===== config.mk =====
export PLATFORM = sky130hd
export DESIGN_NAME = seq_divider
export DESIGN_NICKNAME = d
export VERILOG_FILES = /design/src/rtl/div_pkg.sv /design/src/rtl/div_step.sv /design/src/rtl/seq_divider.sv
export SDC_FILE = /design/constraint.sdc
export NUM_CORES = 1
export LEC_CHECK = 0
export ABC_AREA = 0
export BUFFER_PORTS_ARGS = -buffer_cell sky130_fd_sc_hd__buf_2
export CAP_MARGIN = 15
export CORE_MARGIN = 2
export CORE_UTILIZATION = 41
export DETAILED_ROUTE_END_ITERATION = 6
export GPL_ROUTABILITY_DRIVEN = 0
export SLEW_MARGIN = 30
export SYNTH_ARGS = -nofsm -noshare
export SYNTH_HDL_FRONTEND = slang
export SYNTH_SLANG_ARGS = --single-unit

===== constraint.sdc =====
create_clock -name clk -period 3.45 [get_ports clk]
set_clock_uncertainty 0.1 [all_clocks]
set_input_delay 0.1725 -clock clk [delete_from_list [all_inputs] [get_ports clk]]
set_output_delay 0.1725 -clock clk [all_outputs]
set_load 0.05 [all_outputs]

===== src/rtl/div_pkg.sv =====
// Shared definitions for the sequential divider: FSM state encoding and default width.
// Latency: n/a (package only).
// Backpressure: n/a (package only).
//
// Contents:
//   DIV_WIDTH_DEF  default operand/result width
//   div_state_e    divider FSM states (IDLE, RUN, FIX)
package div_pkg;

  // Default operand/result width used by seq_divider and div_step.
  localparam int DIV_WIDTH_DEF = 32;

  // IDLE: waiting for start.
  // RUN : one restoring iteration per cycle, MSB first.
  // FIX : sign correction and result load; done pulses on this edge.
  typedef enum logic [1:0] {
    IDLE = 2'd0,
    RUN  = 2'd1,
    FIX  = 2'd2
  } div_state_e;

endpackage


===== src/rtl/div_step.sv =====
// One combinational restoring-division iteration: shift in one dividend bit, subtract if it fits.
// Latency: purely combinational, zero cycles.
// Backpressure: none; the caller decides when to register the result.
//
// Ports:
//   rem_i  partial remainder before this step (WIDTH+1 bits)
//   div_i  divisor magnitude
//   bit_i  next dividend bit, MSB first
//   rem_o  partial remainder after this step
//   q_o    quotient bit produced by this step
module div_step
  import div_pkg::*;
#(
  parameter int WIDTH = DIV_WIDTH_DEF
) (
  input  logic [WIDTH:0]   rem_i,
  input  logic [WIDTH-1:0] div_i,
  input  logic             bit_i,
  output logic [WIDTH:0]   rem_o,
  output logic             q_o
);

  logic [WIDTH:0] shifted;
  logic [WIDTH:0] div_ext;

  // The shifted remainder is compared at WIDTH+1 bits so a divisor with its MSB set
  // is never compared against a truncated value.
  assign shifted = {rem_i[WIDTH-1:0], bit_i};
  assign div_ext = {1'b0, div_i};

  // If the incoming remainder already had its top bit set, the shifted value is at least
  // 2^(WIDTH+1) and therefore exceeds any divisor; the modular subtraction below still
  // yields the exact remainder because it is known to be smaller than the divisor.
  assign q_o   = rem_i[WIDTH] | (shifted >= div_ext);
  assign rem_o = q_o ? (shifted - div_ext) : shifted;

endmodule


===== src/rtl/seq_divider.sv =====
// Sequential restoring divider, signed or unsigned, producing quotient (lo) and remainder (hi).
// Latency: done WIDTH+1 cycles after accept; 1 cycle after accept on divide-by-zero.
// Backpressure: start is only sampled in IDLE; starts while busy are silently ignored.
//
// Ports:
//   clk        rising-edge clock
//   reset      synchronous, active-high reset
//   start      request; sampled only in IDLE together with is_signed/dividend/divisor
//   is_signed  two's-complement operands when 1 (ignored when SIGNED_EN=0)
//   dividend   numerator
//   divisor    denominator
//   busy       high from the cycle after accept until done
//   done       one-cycle pulse when lo/hi/div_zero/overflow are valid
//   div_zero   divisor was zero (lo=all ones, hi=dividend); held until next accept
//   overflow   signed MIN / -1 (lo=MIN, hi=0); held until next accept
//   lo         quotient, held until the next done
//   hi         remainder, held until the next done
module seq_divider
  import div_pkg::*;
#(
  parameter int WIDTH     = DIV_WIDTH_DEF,
  parameter bit SIGNED_EN = 1'b1
) (
  input  logic             clk,
  input  logic             reset,
  input  logic             start,
  input  logic             is_signed,
  input  logic [WIDTH-1:0] dividend,
  input  logic [WIDTH-1:0] divisor,
  output logic             busy,
  output logic             done,
  output logic             div_zero,
  output logic             overflow,
  output logic [WIDTH-1:0] lo,
  output logic [WIDTH-1:0] hi
);

  localparam int CW = $clog2(WIDTH);
  localparam logic [WIDTH-1:0] MIN_VAL = {1'b1, {(WIDTH-1){1'b0}}};

  // FSM and datapath state
  div_state_e       state_q;
  logic [CW-1:0]    cnt_q;      // remaining RUN iterations minus one
  logic [WIDTH:0]   rem_q;      // partial remainder
  logic [WIDTH-1:0] quo_q;      // dividend bits shift out the top, quotient bits shift in the bottom
  logic [WIDTH-1:0] dvs_q;      // divisor magnitude
  logic             qneg_q;     // quotient must be negated in FIX
  logic             rneg_q;     // remainder must be negated in FIX
  logic             ovf_pend_q; // MIN / -1 detected at accept, reported at done
  logic             dz_pend_q;  // divide-by-zero detected at accept, reported at done

  // Registered outputs
  logic             busy_q;
  logic             done_q;
  logic             div_zero_q;
  logic             overflow_q;
  logic [WIDTH-1:0] lo_q;
  logic [WIDTH-1:0] hi_q;

  // Operand conditioning for the accept cycle
  logic             sgn_mode;
  logic             dvd_neg;
  logic             dvs_neg;
  logic [WIDTH-1:0] dvd_mag;
  logic [WIDTH-1:0] dvs_mag;
  logic             dvs_zero;
  logic             ovf_det;

  // Restoring step outputs
  logic [WIDTH:0]   step_rem_d;
  logic             step_q_d;

  assign sgn_mode = SIGNED_EN & is_signed;
  assign dvd_neg  = sgn_mode & dividend[WIDTH-1];
  assign dvs_neg  = sgn_mode & divisor[WIDTH-1];

  // Magnitude of MIN is 2^(WIDTH-1), which is exactly MIN's bit pattern read as unsigned,
  // so the unsigned datapath handles it without an extra bit.
  assign dvd_mag  = dvd_neg ? (-dividend) : dividend;
  assign dvs_mag  = dvs_neg ? (-divisor)  : divisor;
  assign dvs_zero = (divisor == '0);
  assign ovf_det  = sgn_mode && (dividend == MIN_VAL) && (divisor == '1);

  div_step #(
    .WIDTH (WIDTH)
  ) u_step (
    .rem_i (rem_q),
    .div_i (dvs_q),
    .bit_i (quo_q[WIDTH-1]),
    .rem_o (step_rem_d),
    .q_o   (step_q_d)
  );

  always_ff @(posedge clk) begin
    if (reset) begin
      state_q    <= IDLE;
      cnt_q      <= '0;
      rem_q      <= '0;
      quo_q      <= '0;
      dvs_q      <= '0;
      qneg_q     <= 1'b0;
      rneg_q     <= 1'b0;
      ovf_pend_q <= 1'b0;
      dz_pend_q  <= 1'b0;
      busy_q     <= 1'b0;
      done_q     <= 1'b0;
      div_zero_q <= 1'b0;
      overflow_q <= 1'b0;
      lo_q       <= '0;
      hi_q       <= '0;
    end else begin
      done_q <= 1'b0;
      case (state_q)
        IDLE: begin
          if (start) begin
            busy_q     <= 1'b1;
            div_zero_q <= 1'b0;
            overflow_q <= 1'b0;
            rneg_q     <= dvd_neg;
            ovf_pend_q <= ovf_det;
            cnt_q      <= CW'(WIDTH - 1);
            if (dvs_zero) begin
              // Skip RUN: preload quotient all ones and remainder = |dividend|, so the
              // ordinary FIX sign correction restores hi to the original dividend.
              quo_q     <= '1;
              rem_q     <= {1'b0, dvd_mag};
              qneg_q    <= 1'b0;
              dz_pend_q <= 1'b1;
              state_q   <= FIX;
            end else begin
              quo_q     <= dvd_mag;
              dvs_q     <= dvs_mag;
              rem_q     <= '0;
              qneg_q    <= dvd_neg ^ dvs_neg;
              dz_pend_q <= 1'b0;
              state_q   <= RUN;
            end
          end
        end

        RUN: begin
          rem_q <= step_rem_d;
          quo_q <= {quo_q[WIDTH-2:0], step_q_d};
          cnt_q <= cnt_q - CW'(1);
          if (cnt_q == '0) begin
            state_q <= FIX;
          end
        end

        FIX: begin
          lo_q       <= qneg_q ? (-quo_q) : quo_q;
          hi_q       <= rneg_q ? (-rem_q[WIDTH-1:0]) : rem_q[WIDTH-1:0];
          div_zero_q <= dz_pend_q;
          overflow_q <= ovf_pend_q;
          done_q     <= 1'b1;
          busy_q     <= 1'b0;
          state_q    <= IDLE;
        end

        default: begin
          state_q <= IDLE;
        end
      endcase
    end
  end

  assign busy     = busy_q;
  assign done     = done_q;
  assign div_zero = div_zero_q;
  assign overflow = overflow_q;
  assign lo       = lo_q;
  assign hi       = hi_q;

endmodule


After elaboration in Yosys (flattened, before gate mapping) --
Cells that the tools add are included.
Storage, ports and cells: register bits 176, input port bits 68, word-level logic and storage cells 70
Operators by class: $add $sub $neg 6, magnitude comparators 1, equality and inequality tests 6, multiplexer cells 25, bitwise operators 5, reduce and logical (&&, ||, !) cells 12
Operators with widths (number):
- $mux W32 | 7
- $neg A32 Y32 | 4
- $mux W33 | 2
- $pmux W33 S2 | 1
- $eq A32 B32 Y1 const B | 2
- $pmux W32 S2 | 1
- $ge A33 B32 Y1 | 1
- $sub A33 B32 Y33 | 1
- $logic_not A32 Y1 | 1
- $pmux W5 S2 | 1
- $reduce_and A2 Y1 | 4
- $mux W2 | 3
- $pmux W1 S2 | 3
- $logic_not A5 Y1 | 1
- $mux W1 | 5
- $mux W5 | 1
- $sub A5 B1 Y5 const B | 1
- $ne A2 B2 Y1 const B | 2
- $pmux W2 S2 | 1
- $reduce_bool A2 Y1 | 2
- $reduce_and A3 Y1 | 1
- $and A1 B1 Y1 | 2
- $eq A2 B1 Y1 const B | 1
- $eq A2 B2 Y1 const B | 1
- other kinds (5) | 6

Depth between registers and ports, before layout --
word-level depth 5, depth in mapped cells 14, depth with buffers taken out 12

Cells and area by module --
A second synthesis with hierarchy kept.
Unflattened totals: cell total of the unflattened synthesis 1452, area, all modules 11584.9 um^2
Modules (own cells, without submodules):
- seq_divider | instances 1, cells an instance 1111, area each 9326.4 um^2
- div_step | instances 1, cells an instance 341, area each 2258.4 um^2

Worst setup path after synthesis --
Ideal clock, no wire load.
path kind register -> register, start point register rem_q[23], end point register rem_q[11], library setup time 132 ps, data arrival time 3016 ps, data required time 3218 ps, setup slack 202 ps, cell stages (with the launch flop) 12, buffers on the path 1, period minus slack after synthesis 3248 ps, cell sequence dfxtp_1 > ha_1 > buf_2 > nand4_1 > or3_1 > a221o_1 > or2_1 > o21a_1 > o31ai_4 > mux2_2 > a221oi_1 > nor3_1
Between the ends: longest elaborated chain between the ends 4
RTL lines:
- start: declaration | line seq_divider.sv:44 | logic [WIDTH:0] rem_q;
- start signal: assignment | line seq_divider.sv:126 | rem_q <= {1'b0, dvd_mag};
- start signal: assignment | line seq_divider.sv:142 | rem_q <= step_rem_d;
- $ge A33 B32 Y1 | line div_step.sv:34 | assign q_o = rem_i[WIDTH] | (shifted >= div_ext);
- $or A1 B1 Y1 | line div_step.sv:34
- $mux W33 | line div_step.sv:35 | assign rem_o = q_o ? (shifted - div_ext) : shifted;
- $pmux W33 S2 | line seq_divider.sv:113 | case (state_q)
Every way passes these cells. A chain may end at the register's enable or synchronous reset.

Final worst setup path --
start point register dvs_q[23], end point register rem_q[15]
Between the ends: longest elaborated chain between the ends 4
RTL lines:
- start: declaration | line seq_divider.sv:46 | logic [WIDTH-1:0] dvs_q;
- start signal: assignment | line seq_divider.sv:132 | dvs_q <= dvs_mag;
- $ge A33 B32 Y1 | line div_step.sv:34
- $or A1 B1 Y1 | line div_step.sv:34
- $mux W33 | line div_step.sv:35
- $pmux W33 S2 | line seq_divider.sv:113
Every way passes these cells.

==> flow_summary.yaml <==
worst_setup_path:
  crit_fanout: 5
  endpoint_kind: "register"
  reg2reg_to: "rem_q[15]$_SDFFE_PP0P_"
  path_class: "register to register"
  r2r_start: "dvs_q[23]$_SDFFE_PP0P_"
  cp-start-kind: "register"
  crit_slowest_cell: "or3_1"
  r2r_slack_ps: 50
  path_cells: "inv_2 > ha_4 > nand4_1 > or3_1 > a221o_1 > or2_1 > o21a_1 > o31ai_4 > buf_4 > clkbuf_16 > buf_6 > mux2i_1 > o221ai_1 > o211a_1"
  slowest_delay_ps: 350
  ff2ff_path_depth: 14
  crit_arrival_ps: 3620
  cp_data_required_time_ps: 3670
global_routing:
  antenna_found_initial: 0
  overflow: 0
  grt.total_usage_pct: 25.1
  grt_max_degree: 91
  grt_pass1_wl_mm: 57.9
  grt_pass1_vias: 10700
clocking:
  cts_root_buffer: "clkbuf_16"
  cts_buffer_depth: 2
  clk_pin_slew_ps: 70
  clock_sinks: 176
  htree_levels: 4
  cts_buffers: 17
  cts_tree: "yes"
  insertion_delay_ps: 440
floorplan:
  num_io_pins: 136
  die_w_um: 172
  initial_utilization_pct: 41.7
  dieArea_sq_um: 29600
  coreArea_sq_um: 27800
  num_rows: 61
  die_h_um: 172
worst_hold_path:
  whs_path_depth: 3
  min_from: "divisor[22]"
  hp-class: "input pin to register"
  hold-path-endpoint: "dvs_q[22]$_SDFFE_PP0P_"
sta:
  setup_viol: 0
  fmax_ghz: 0.294
  max_slew_margin_pct: 39.2
  finalMaxSlewViolations: 0
  hold_viol: 0
  rsz0062_at_grt: "true"
  finalCriticalPeriod_ps: 3400
  tightest_slew_ps: 912
  fin_crit_sh_pct: 98.6
power:
  power_density_nw_per_um2: 687
  p_leak_nw: 5.64
  total_power_mw: 9.66
  peakVddDrop_v: 0.000456
synth:
  synth_area_sq_um: 11600
  synth_edf_count: 0
  avgSynthCellArea_sq_um: 7.77
  yosys.cell_count.top_type: "nor2_1"
  synth_nets: 1599
  synth_area_leaders: "dfxtp_1 (30%), nor2_1 (6.5%), a211oi_1 (5.8%), xor2_1 (5.7%), a21oi_1 (5.4%)"
  yosysTopAreaCell: "dfxtp_1"
  ys_async_sr_fraction_pct: 0
  netlist.area_leader.share_pct: 30.4
  ys_types: 73
  synth-seq-cells: 176
  synthCells: 1491
  synth_warnings: 0
  ys.flop_type: "dfxtp_1"
  ys_seq_area_share_pct: 30.4
  synth_commonest_cells: "nor2_1 (202), dfxtp_1 (176), a21oi_1 (124)"
detailed_routing:
  drt_first_pass_iters: 5
  drt_iter0_markers: 1021
  antenna_left: 0
  num_vias: 11900
  wl_per_cell_um: 18.7
  wl_mm: 38.2
  drc: 0
  vias_per_cell: 5.81
finish:
  nFillCells: 2806
  nets: 1761
  diodes: 0
  final_area_sq_um: 14100
  syn_to_final_growth_pct: 21.5
  drive_above_1_share_pct: 20.0
place:
  placed_area_sq_um: 13000
  dp_hpwl_mm: 28.2
  portBuffers: 135
status:
  status: "complete, no violations"
job:
  maxCapViolCount: 0
[critical path, delay by kind of cell (launching register included)]
kind            cells  cell delay, ps
fa+ha+maj           1             260
buf+inv             4             430
compound gates      5            1210
mux                 1             170
simple gates        3             770
flops               1             340
[state kept, by name (all words and copies together), names as in the netlist]
register	cells
state_q	2
quo_q	32
dz_pend_q	1
overflow	1
rneg_q	1
busy	1
done	1
dvs_q	32
ovf_pend_q	1
hi	32
div_zero	1
rem_q	33
lo	32
qneg_q	1
cnt_q	5
[metrics by stage]
| stage | TNS [ps] | hold WS (ps) | util, % | setup slack (ps) | cells |
|---|---|---|---|---|---|
| after global routing | -283 | 24.4 | 50.6 | -74.4 | 2044 |
| after CTS | 0 | 8.19 | 49.3 | 7.56 | 2026 |
| after global placement | 0 | 340 | 46.8 | 122 | 1985 |
| final | 0 | 13.1 | 50.6 | 48.9 | 2044 |
| after detailed placement | 0 | 346 | 46.8 | 38.6 | 1985 |
| after floorplan | 0 | 220 | - | 202 | 1491 |
[final cells by class]
cell class                      instances  area (sq um)  area share, %
Multi-Input combinational cell       1143          7600           54.0
Timing Repair Buffer                  240          1590           11.3
Clock buffer                           19           433           3.08
Inverter                               75           282           2.00
Sequential cell                       176          3540           25.1
Tap cell                              378           473           3.36
Clock inverter                         13           149           1.06
[routing by layer]
layer / vias up / track usage (%) / routed length, um
met5: - / 0 / 0
met4: 0 / 8.77 / 1170
met2: 444 / 40.3 / 17200
met3: 62 / 5.36 / 2940
met1: 5639 / 33.4 / 16900
li1: 5740 / - / -
[placed cells by master, fill, tap and decap left out, types with 64 or more instances in the layout]
master	count
a211oi_1	88
a21oi_1	121
buf_2	134
buf_4	86
dfxtp_1	164
inv_1	70
nand2_1	99
nor2_1	200
o21ai_0	64
xnor2_1	67
xor2_1	76
[power by group]
| group | internal [mW] | total, mW | switching (mW) | leakage (nW) |
|---|---|---|---|---|
| clock | 1.03 | 1.98 | 0.952 | 0.268 |
| combinational | 2.34 | 5.20 | 2.86 | 3.92 |
| sequential | 2.28 | 2.48 | 0.206 | 1.44 |
| total | 5.64 | 9.66 | 4.02 | 5.64 |
[logic make-up (layout without fill, tap and decap cells)]
| logic type | count (synthesis) | after routing | synth area share (%) |
|---|---|---|---|
| and+or+nand+nor | 478 | 478 | 19.4 |
| AOI/OAI and AO/OA | 458 | 458 | 27.0 |
| DFF | 176 | 176 | 30.4 |
| buffers and inverters | 172 | 347 | 5.82 |
| xor gates and xnor gates | 143 | 143 | 10.8 |
| adders and majority gates | 40 | 40 | 4.39 |
| muxes | 24 | 24 | 2.17 |
[timing repair]
item / in CTS / in global routing
resized for setup: 0 / 53
hold endpoints to repair: 13 / 0
endpoints found under the setup margin: 0 / 19
buffers inserted: 0 / 17
hold buffers: 9 / 0
[how the worst max path moves through the flow]
stage	depth (start not counted)	endpoint	slack, ps	from
3_5_place_dp	12	rem_q[28]$_SDFFE_PP0P_	40	quo_q[31]$_SDFFE_PP0P_
4_1_cts	12	rem_q[28]$_SDFFE_PP0P_	8	quo_q[31]$_SDFFE_PP0P_
6_report	14	rem_q[15]$_SDFFE_PP0P_	50	dvs_q[23]$_SDFFE_PP0P_
5_1_grt	12	rem_q[28]$_SDFFE_PP0P_	-70	quo_q[31]$_SDFFE_PP0P_
3_3_place_gp	12	rem_q[28]$_SDFFE_PP0P_	120	quo_q[31]$_SDFFE_PP0P_
2_1_floorplan	11	rem_q[11]$_SDFFE_PP0P_	200	rem_q[23]$_SDFFE_PP0P_
No activity file was read; power rests on OpenSTA's default activity.
